==> config.mk <==
export PLATFORM = sky130hd
export DESIGN_NAME = instr_mem_ctrl
export DESIGN_NICKNAME = d
export VERILOG_FILES = /design/src/rtl/instr_mem_pkg.sv /design/src/rtl/imem_ram.sv /design/src/rtl/instr_mem_ctrl.sv
export SDC_FILE = /design/constraint.sdc
export NUM_CORES = 2
export LEC_CHECK = 0
export CAP_MARGIN = 40
export CORE_ASPECT_RATIO = 0.6
export CORE_MARGIN = 3
export CORE_UTILIZATION = 62
export CTS_CLUSTER_DIAMETER = 200
export CTS_CLUSTER_SIZE = 40
export DETAILED_ROUTE_END_ITERATION = 10
export PLACE_DENSITY = 0.79
export SLEW_MARGIN = 20
export SYNTH_ARGS = -nofsm -noshare
export SYNTH_HDL_FRONTEND = slang
export SYNTH_SLANG_ARGS = --single-unit
==> constraint.sdc <==
create_clock -name clk -period 4.2 [get_ports clk]
set_input_delay 0.42 -clock clk [delete_from_list [all_inputs] [get_ports clk]]
set_output_delay 0.42 -clock clk [all_outputs]
set_load 0.005 [all_outputs]
==> src/rtl/instr_mem_pkg.sv <==
`default_nettype none
// ============================================================================
//  Module   : instr_mem_pkg
//  Purpose  : Shared types and helpers for the instruction memory controller.
//             Holds the controller state encoding, default word/address
//             widths and the byte-address to word-index conversion.
//  Revision : 1.0 - initial release
// ============================================================================
package instr_mem_pkg;

    localparam int c_DATA_W = 32;
    localparam int c_ADDR_W = 32;

    // LOAD: boot image is being streamed in, fetch is blocked.
    // RUN : image is complete, fetch requests are serviced.
    typedef enum logic [0:0] {
        S_LOAD = 1'b0,
        S_RUN  = 1'b1
    } state_t;

    // Word index of a byte offset (words are 4 bytes). Wide enough for any
    // supported address width so callers can range-check the full result.
    function automatic logic [63:0] word_index(input logic [63:0] byte_off);
        return byte_off >> 2;
    endfunction

endpackage
`default_nettype wire

==> src/rtl/imem_ram.sv <==
`default_nettype none
// ============================================================================
//  Module   : imem_ram
//  Purpose  : Instruction word storage. One write port, one registered read
//             port, no reset, so the array maps onto block RAM.
//  Ports    : clk              - clock, rising edge
//             i_we/i_waddr/i_wdata - write strobe, word index, data
//             i_re/i_raddr     - read strobe, word index
//             o_rdata          - read data, valid the cycle after i_re; holds
//                                its value while i_re is low
//  Revision : 1.0 - initial release
// ============================================================================
module imem_ram #(
    parameter int DATA_W = 32,
    parameter int DEPTH  = 64,
    parameter int IDX_W  = $clog2(DEPTH)
) (
    input  logic              clk,
    input  logic              i_we,
    input  logic [IDX_W-1:0]  i_waddr,
    input  logic [DATA_W-1:0] i_wdata,
    input  logic              i_re,
    input  logic [IDX_W-1:0]  i_raddr,
    output logic [DATA_W-1:0] o_rdata
);

    logic [DATA_W-1:0] r_mem [DEPTH];

    always_ff @(posedge clk) begin
        if (i_we) begin
            r_mem[i_waddr] <= i_wdata;
        end
        if (i_re) begin
            o_rdata <= r_mem[i_raddr];
        end
    end

endmodule
`default_nettype wire

==> src/rtl/instr_mem_ctrl.sv <==
`default_nettype none
// ============================================================================
//  Module   : instr_mem_ctrl
//  Purpose  : Synchronous instruction memory with a streaming boot-load port
//             and a fetch request/response handshake with back-pressure.
//  Ports    : clk, rst                  - clock, async active-high reset
//             ld_start/ld_valid/ld_data/ld_last - loader stream
//             ld_busy, ld_ovf           - loading status, sticky overflow
//             req_valid/req_addr/req_ready - fetch request (byte address)
//             rsp_valid/rsp_data/rsp_err/rsp_ready - fetch response
//  Revision : 1.0 - initial release
// ============================================================================
module instr_mem_ctrl
    import instr_mem_pkg::*;
#(
    parameter int                DATA_W    = c_DATA_W,
    parameter int                ADDR_W    = c_ADDR_W,
    parameter int                DEPTH     = 64,
    parameter logic [ADDR_W-1:0] BASE_ADDR = '0
) (
    input  logic              clk,
    input  logic              rst,
    input  logic              ld_start,
    input  logic              ld_valid,
    input  logic [DATA_W-1:0] ld_data,
    input  logic              ld_last,
    output logic              ld_busy,
    output logic              ld_ovf,
    input  logic              req_valid,
    input  logic [ADDR_W-1:0] req_addr,
    output logic              req_ready,
    output logic              rsp_valid,
    output logic [DATA_W-1:0] rsp_data,
    output logic              rsp_err,
    input  logic              rsp_ready
);

    localparam int               c_IDX_W   = $clog2(DEPTH);
    localparam logic [c_IDX_W:0] c_CNT_ONE = 1;

    state_t             r_state, w_state_nxt;
    logic [c_IDX_W:0]   r_cnt, w_cnt_nxt;      // one extra bit marks "full"
    logic               r_start_pend, w_start_pend_nxt;
    logic               r_ovf, w_ovf_nxt;
    logic               r_rsp_valid, r_rsp_err, r_rsp_hit;

    logic               w_cnt_full, w_drainable, w_start_req;
    logic               w_ram_we, w_accept, w_addr_err;
    logic [ADDR_W-1:0]  w_off;
    logic [63:0]        w_word;
    logic [DATA_W-1:0]  w_ram_rdata;

    assign w_cnt_full  = r_cnt[c_IDX_W];
    assign w_drainable = !r_rsp_valid | rsp_ready;
    assign w_start_req = ld_start | r_start_pend;

    // Wrap-around subtraction folds addresses below BASE_ADDR into huge
    // offsets, so a single range compare catches both ends.
    assign w_off      = req_addr - BASE_ADDR;
    assign w_word     = word_index(64'(w_off));
    assign w_addr_err = (req_addr[1:0] != 2'b00) | (w_word >= 64'(DEPTH));
    assign w_accept   = req_valid & req_ready;

    always_ff @(posedge clk or posedge rst) begin
        if (rst) begin
            r_state      <= S_LOAD;
            r_cnt        <= '0;
            r_start_pend <= 1'b0;
            r_ovf        <= 1'b0;
        end else begin
            r_state      <= w_state_nxt;
            r_cnt        <= w_cnt_nxt;
            r_start_pend <= w_start_pend_nxt;
            r_ovf        <= w_ovf_nxt;
        end
    end

    always_comb begin
        w_state_nxt      = r_state;
        w_cnt_nxt        = r_cnt;
        w_start_pend_nxt = r_start_pend;
        w_ovf_nxt        = r_ovf;
        w_ram_we         = 1'b0;
        ld_busy          = 1'b0;
        req_ready        = 1'b0;

        if (ld_start) begin
            w_ovf_nxt = 1'b0;
        end

        case (r_state)
            S_LOAD: begin
                ld_busy          = 1'b1;
                w_start_pend_nxt = 1'b0;
                // A restart wins over a word offered in the same cycle.
                if (ld_start) begin
                    w_cnt_nxt = '0;
                end else if (ld_valid) begin
                    if (w_cnt_full) begin
                        w_ovf_nxt = 1'b1;
                    end else begin
                        w_ram_we  = 1'b1;
                        w_cnt_nxt = r_cnt + c_CNT_ONE;
                    end
                    if (ld_last) begin
                        w_state_nxt = S_RUN;
                    end
                end
            end
            S_RUN: begin
                // Refuse new requests on the cycle a reload is taken so no
                // response is produced after entering LOAD.
                req_ready = w_drainable & !w_start_req;
                if (w_start_req & w_drainable) begin
                    w_state_nxt      = S_LOAD;
                    w_cnt_nxt        = '0;
                    w_start_pend_nxt = 1'b0;
                end else if (ld_start) begin
                    w_start_pend_nxt = 1'b1;
                end
            end
            default: begin
                w_state_nxt = S_LOAD;
            end
        endcase
    end

    // Output register. r_rsp_hit selects RAM data; faults and reset force
    // zero without needing a reset on the RAM read register.
    always_ff @(posedge clk or posedge rst) begin
        if (rst) begin
            r_rsp_valid <= 1'b0;
            r_rsp_err   <= 1'b0;
            r_rsp_hit   <= 1'b0;
        end else if (w_accept) begin
            r_rsp_valid <= 1'b1;
            r_rsp_err   <= w_addr_err;
            r_rsp_hit   <= !w_addr_err;
        end else if (rsp_ready) begin
            r_rsp_valid <= 1'b0;
        end
    end

    imem_ram #(
        .DATA_W (DATA_W),
        .DEPTH  (DEPTH),
        .IDX_W  (c_IDX_W)
    ) u_ram (
        .clk     (clk),
        .i_we    (w_ram_we),
        .i_waddr (r_cnt[c_IDX_W-1:0]),
        .i_wdata (ld_data),
        .i_re    (w_accept & !w_addr_err),
        .i_raddr (w_word[c_IDX_W-1:0]),
        .o_rdata (w_ram_rdata)
    );

    assign ld_ovf    = r_ovf;
    assign rsp_valid = r_rsp_valid;
    assign rsp_err   = r_rsp_err;
    assign rsp_data  = r_rsp_hit ? w_ram_rdata : '0;

endmodule
`default_nettype wire

=== Yosys cells after proc, flatten, opt, wreduce, memory -nomap -nowiden ===
Memories as Yosys holds them, arrays and structs flattened. A register that Yosys moved wholly into a read port is not among the register bits.
Cells that the tools add are included.

* Bitwise gates (word level): 8
* Equal/unequal tests: 4
* Magnitude comparators: 1
* Mux-type cells: 29
* Reductions and logical operators: 7
* Add/subtract/negate cells: 1

{| class="wikitable"
|+ Operators with widths
! kind !! count
|-
| 32-bit two-way mux || 1
|-
| 30-bit by 7-bit >= comparator with 1-bit output (second input constant) || 1
|-
| 7-bit two-way mux || 4
|-
| 1-bit two-way mux || 21
|-
| 7-bit one-hot mux with 2 select lines || 1
|-
| 7-bit by 1-bit adder with 7-bit output (second input constant) || 1
|-
| 3-bit inequality test (second input constant) || 2
|-
| 1-bit bitwise AND || 4
|-
| 1-bit one-hot mux with 2 select lines || 2
|-
| 2-bit nonzero test || 2
|-
| 1-bit zero test || 3
|-
| 3-bit by 2-bit inequality test with 1-bit output (second input constant) || 1
|-
| 1-bit OR || 3
|-
| 3-bit AND reduction || 1
|-
| 2-bit by 1-bit inequality test with 1-bit output (second input constant) || 1
|-
| 2-bit AND reduction || 1
|-
| 1-bit inverter || 1
|}

* Memories: 1
* Memory bits (writable): 2048
* Output and inout bits: 37
* Register bits: 13
* Input port bits: 71

{| class="wikitable"
|+ Memories
! name !! depth !! bits a word !! read ports !! clocked after Yosys merged registers in !! write ports !! RTL line !! source
|-
| u_ram.r_mem || 64 || 32 || 1 || 1 || 1 || imem_ram.sv:27 || <nowiki>logic [DATA_W-1:0] r_mem [DEPTH];</nowiki>
|}

=== Longest topological paths before layout ===
* Depth in word-level cells: 6
* Depth in mapped cells: 10

=== Modules after synthesis ===
From an unflattened synthesis, not the netlist that was laid out.

* Cells, all modules: 3433
* Area total of the unflattened synthesis: 79767.8 um^2

{| class="wikitable"
|+ Modules (own cells, without submodules)
! module !! sequential area each (um^2) !! instances !! area an instance (um^2) !! cells each
|-
| imem_ram || 62459.9 || 1 || 78835.6 || 3324
|-
| instr_mem_ctrl || 325.3 || 1 || 932.1 || 109
|}

=== Worst setup path after synthesis ===
OpenSTA, ideal clock, no wires.

* Path type: input port to flip-flop
* From: in ld_start
* To: reg u_ram.o_rdata[0] (read register of u_ram.r_mem), enable pin
* Path slack: 527 ps
* Stages on the path: 4
* Arrival time: 3207 ps
* Buffers on the path: 0
* Path through: nor2_1 -> and3_1 -> nand2_1 -> nor3_1

* Longest elaborated chain between the ends: 6

{| class="wikitable"
|+ Ends and longest elaborated chain
! what !! RTL line !! source
|-
| start: declaration || instr_mem_ctrl.sv:23 || <nowiki>input logic ld_start,</nowiki>
|-
| 1-bit OR || instr_mem_ctrl.sv:55 || <nowiki>assign w_start_req = ld_start | r_start_pend;</nowiki>
|-
| 1-bit zero test || instr_mem_ctrl.sv:113 || <nowiki>req_ready = w_drainable & !w_start_req;</nowiki>
|-
| 1-bit bitwise AND || instr_mem_ctrl.sv:113 ||
|-
| 1-bit two-way mux || instr_mem_ctrl.sv:91 || <nowiki>case (r_state)</nowiki>
|-
| net req_ready || instr_mem_ctrl.sv:31 || <nowiki>output logic req_ready,</nowiki>
|-
| 1-bit bitwise AND || instr_mem_ctrl.sv:62 || <nowiki>assign w_accept = req_valid & req_ready;</nowiki>
|-
| 1-bit bitwise AND || instr_mem_ctrl.sv:153 || <nowiki>.i_re (w_accept & !w_addr_err),</nowiki>
|-
| net u_ram.i_re || imem_ram.sv:22 || <nowiki>input logic i_re,</nowiki>
|-
| end: declaration || imem_ram.sv:24 || <nowiki>output logic [DATA_W-1:0] o_rdata</nowiki>
|}

The timed path passes the listed nets, and every way through them passes these cells.
A chain may end at the register's enable or synchronous reset.

=== Worst setup path in the final report ===
* From: reg r_rsp_hit
* To: out rsp_data[1]

* Longest elaborated chain between the ends: 1

{| class="wikitable"
|+ Ends and longest elaborated chain
! what !! RTL line !! source
|-
| start: declaration || instr_mem_ctrl.sv:45 || <nowiki>logic r_rsp_valid, r_rsp_err, r_rsp_hit;</nowiki>
|-
| start signal: assignment || instr_mem_ctrl.sv:138 || <nowiki>r_rsp_hit <= !w_addr_err;</nowiki>
|-
| 32-bit two-way mux || instr_mem_ctrl.sv:161 || <nowiki>assign rsp_data = r_rsp_hit ? w_ram_rdata : '0;</nowiki>
|-
| end: declaration || instr_mem_ctrl.sv:33 || <nowiki>output logic [DATA_W-1:0] rsp_data,</nowiki>
|}

No other way between the ends.

==> flow_metrics.env <==
export IMPL_setup_viol_count_final=0
export IMPL_layout_worst_path_cycle_share=0.804
export IMPL_post_cts_repair_setup_buffers=0
export IMPL_gp_congestion=0.891
export IMPL_io_pins=108
export IMPL_cell_types_with_the_highest_counts_after_synthesis="2080 x sky130_fd_sc_hd__edfxtp_1, 489 x sky130_fd_sc_hd__mux4_2, 177 x sky130_fd_sc_hd__mux2i_1"
export IMPL_post_layout_inst_area_um2=86600
export IMPL_sw_frac_of_total=0.209
export IMPL_cp_max_fo=19
export IMPL_leakage_nw=26.6
export IMPL_maximum_number_of_pins_on_one_net_before_global_route_repair=76
export IMPL_cts_tree="yes"
export IMPL_fin_util=0.679
export IMPL_hold_class="input port to asynchronous set/reset pin"
export IMPL_cell_internal_pwr_mw=26.5
export IMPL_number_of_buffers_added_by_the_clock_tree_synthesis_step=58
export IMPL_avgViaCountPerCell=7.22
export IMPL_worst_slack_ns=0.821
export IMPL_synthArstFlopShare=0.00621
export IMPL_total_power_mw=33.5
export IMPL_synthesis_area_um2=80300
export IMPL_powerDensity_nw_per_um2=387
export IMPL_yosysMostFrequentCell="sky130_fd_sc_hd__edfxtp_1"
export IMPL_synth_top_area_share=0.778
export IMPL_post_place_cells=5373
export IMPL_dpl_worst_slack_ns=0.379
export IMPL_skew_ns=0.0633
export IMPL_synth_area_top_cells="sky130_fd_sc_hd__edfxtp_1 78%, sky130_fd_sc_hd__mux4_2 14%, sky130_fd_sc_hd__mux2i_1 2.2%"
export IMPL_globalRouteOverflowTotal=0
export IMPL_cts_max_path_buffers=3
export IMPL_seq_power_share=0.687
export IMPL_grt_antenna_before_repair=12
export IMPL_initial_core_util=0.630
export IMPL_final_instance_count_excl_fill=5465
export IMPL_drt_first_iter_violations=6528
export IMPL_hold_worst_slack_ns=0.0617
export IMPL_r2r_start="r_cnt[6]$_DFFE_PP0P_"
export IMPL_end_kind="primary output"
export IMPL_finalWirelength_um=204000
export IMPL_finalCriticalPeriod_ns=3.38
export IMPL_number_of_global_route_vias_before_repair=37977
export IMPL_io_buffer_count=107
export IMPL_drive_gt1_frac=0.247
export IMPL_synth_sequential_area_ratio=0.782
export IMPL_route_detailed_wl_per_inst_um=37.3
export IMPL_tns_ns=0
export IMPL_net_load_switching_power_mw=7.01
export IMPL_design_final_nets=3816
export IMPL_synth_avg_cell_area_um2=22.6
export IMPL_worstSetupStartpointType="register"
export IMPL_total_routing_usage_gr=0.306
export IMPL_drt_drc_violations_left=0
export IMPL_post_synth_num_cell_types=45
export IMPL_drv_cap=0
export IMPL_wire_length_of_the_first_global_routing_pass_um=288000
export IMPL_rsz0062_at_grt="false"
export IMPL_timing_max_transition_violations_final=0
export IMPL_clkPwrFrac=0.247
export IMPL_cts_htree_levels=2
export IMPL_combPwrFrac=0.066
export IMPL_status="finished clean"
export IMPL_worst_endpoint_required_ns=3.78
export IMPL_clk_insertion_delay_late_ns=0.76
export IMPL_drtAntennaViolNets=0
export IMPL_critPathKind="register to primary output"
export IMPL_syn_instance_count=3550
export IMPL_yosysWarningCount=0
export IMPL_achievable_frequency_mhz=296
export IMPL_ys_ff_latch=2093
export IMPL_fp_dieW_um=471
export IMPL_timing_worst_slew_pin_value_ns=0.936
export IMPL_rows=101
export IMPL_post_synth_top_area_cell="sky130_fd_sc_hd__edfxtp_1"
export IMPL_synthesis_nets=3622
export IMPL_die_y_um=285
export IMPL_detailedPlacementHpwl_um=123000
export IMPL_syn2layout_area_growth_pct=7.78
export IMPL_count_of_endpoints_failing_hold_in_the_final_timing_report=0
export IMPL_coreArea_um2=128000
export IMPL_postCtsHoldBufs=0
export IMPL_vias=39478
export IMPL_worst_slew_margin_rel=0.368
export IMPL_clk_pin_slew_ns=0.15
export IMPL_synth_edff_count=2080
export IMPL_postCtsResizedCells=0
export IMPL_place_area_um2=84800
export IMPL_ir_worst_vdd_mv=0.375
export IMPL_dr_pass1_iters=9
export IMPL_design_die_area_um2=134000
export IMPL_arrival_time_of_data_at_the_critical_path_endpoint_ns=2.96
export IMPL_postSynth_topFlopCell="sky130_fd_sc_hd__edfxtp_1"
export IMPL_setup_worst_path_start="r_rsp_hit$_DFFE_PP0P_"
export IMPL_tritoncts_num_sinks=2093
export IMPL_clockRootBuffer="sky130_fd_sc_hd__clkbuf_16"
[cells in the final DEF, fill, tap and decap left out, types with 6 or more instances in the layout]
master / synthesis / layout
sky130_fd_sc_hd__nor2_4: 0 / 64
sky130_fd_sc_hd__buf_12: 0 / 37
sky130_fd_sc_hd__a22o_1: 8 / 8
sky130_fd_sc_hd__dfrtp_1: 13 / 13
sky130_fd_sc_hd__o21ai_0: 46 / 46
sky130_fd_sc_hd__clkbuf_16: 0 / 61
sky130_fd_sc_hd__and2_1: 36 / 35
sky130_fd_sc_hd__a21oi_1: 15 / 15
sky130_fd_sc_hd__nor3_1: 18 / 16
sky130_fd_sc_hd__nand2b_1: 9 / 9
sky130_fd_sc_hd__diode_2: 0 / 8
sky130_fd_sc_hd__o22ai_1: 45 / 45
sky130_fd_sc_hd__mux4_2: 489 / 489
sky130_fd_sc_hd__o31ai_1: 15 / 15
sky130_fd_sc_hd__o211ai_1: 6 / 6
sky130_fd_sc_hd__buf_4: 53 / 171
sky130_fd_sc_hd__clkbuf_1: 52 / 12
sky130_fd_sc_hd__nand3_1: 22 / 22
sky130_fd_sc_hd__mux2_2: 42 / 42
sky130_fd_sc_hd__nor2_1: 95 / 29
sky130_fd_sc_hd__buf_2: 62 / 39
sky130_fd_sc_hd__a211oi_1: 19 / 19
sky130_fd_sc_hd__nor4_1: 6 / 6
sky130_fd_sc_hd__nor2b_1: 26 / 24
sky130_fd_sc_hd__mux2i_1: 177 / 177
sky130_fd_sc_hd__nand4_1: 6 / 6
sky130_fd_sc_hd__a22oi_1: 60 / 60
sky130_fd_sc_hd__inv_1: 6 / 6
sky130_fd_sc_hd__edfxtp_1: 2080 / 2080
sky130_fd_sc_hd__clkdlybuf4s50_1: 0 / 71
sky130_fd_sc_hd__nand2_1: 65 / 65
[worst paths after layout]
path                                                       to  slack (ns)  cells past startpoint
worst max-delay path                              rsp_data[1]        0.82                      3
worst min-delay path                     r_cnt[4]$_DFFE_PP0P_        0.06                      2
min in group clk                u_ram.r_mem[58][17]$_DFFE_PP_        0.08                      1
worst max register to register  u_ram.r_mem[16][28]$_DFFE_PP_        1.49                      7
worst min register to register               ld_ovf$_DFF_PP0_        0.53                      2
max in group asynchronous                 rsp_err$_DFFE_PP0P_        3.72                      2
[kinds of logic after synthesis]
kind of cell,after synthesis,share of synthesized area
flops,2093,0.782
fa+ha+maj,1,0.000156
simple gates,296,0.0176
buf+inv,199,0.0141
mux,708,0.165
compound gates,253,0.0215
[state kept, by name (all words and copies together) (netlist names)]
register / cells
ld_ovf: 1
rsp_valid: 1
r_state: 1
rsp_err: 1
u_ram.r_mem: 2048
r_cnt: 7
r_rsp_hit: 1
u_ram.o_rdata: 32
r_start_pend: 1
[critical path: stages (launching register included)]
cell	delay, ns
sky130_fd_sc_hd__dfrtp_1	0.93
sky130_fd_sc_hd__buf_4	0.36
sky130_fd_sc_hd__and2_1	0.34
sky130_fd_sc_hd__clkdlybuf4s50_1	0.57
[cell type report]
cell class              instances  area (µm²)
fillers                      7517       40900
repair buffers                327        3080
clock buffers                  73        1570
flip-flops and latches       2093       62800
multi-input cells            1258       16900
clock inverters                 1        30.0
diodes                          8        20.0
well taps                    1699        2130
inverters                       6        22.5
[power by group through the flow]
| stage | Sequential [mW] | Clock (mW) | Combinational (mW) |
|---|---|---|---|
| after CTS | 23.0 | 8.33 | 2.16 |
| after floorplan | 23.5 | 0 | 1.11 |
| after global placement | 23.5 | 0 | 2.08 |
| after detailed placement | 23.5 | 0 | 2.15 |
| after global routing | 23.0 | 8.99 | 2.32 |
| final | 23.0 | 8.27 | 2.21 |
[metal layers]
layer | part of all wire | global-route usage | vias to the layer above
met1 | 0.38 | 0.480 | 20758
met5 | 0.00020 | 0 | -
met3 | 0.16 | 0.105 | 239
met2 | 0.43 | 0.426 | 3211
li1 | - | - | 15264
met4 | 0.021 | 0.0607 | 6
Power figures use the tool's default switching activity.
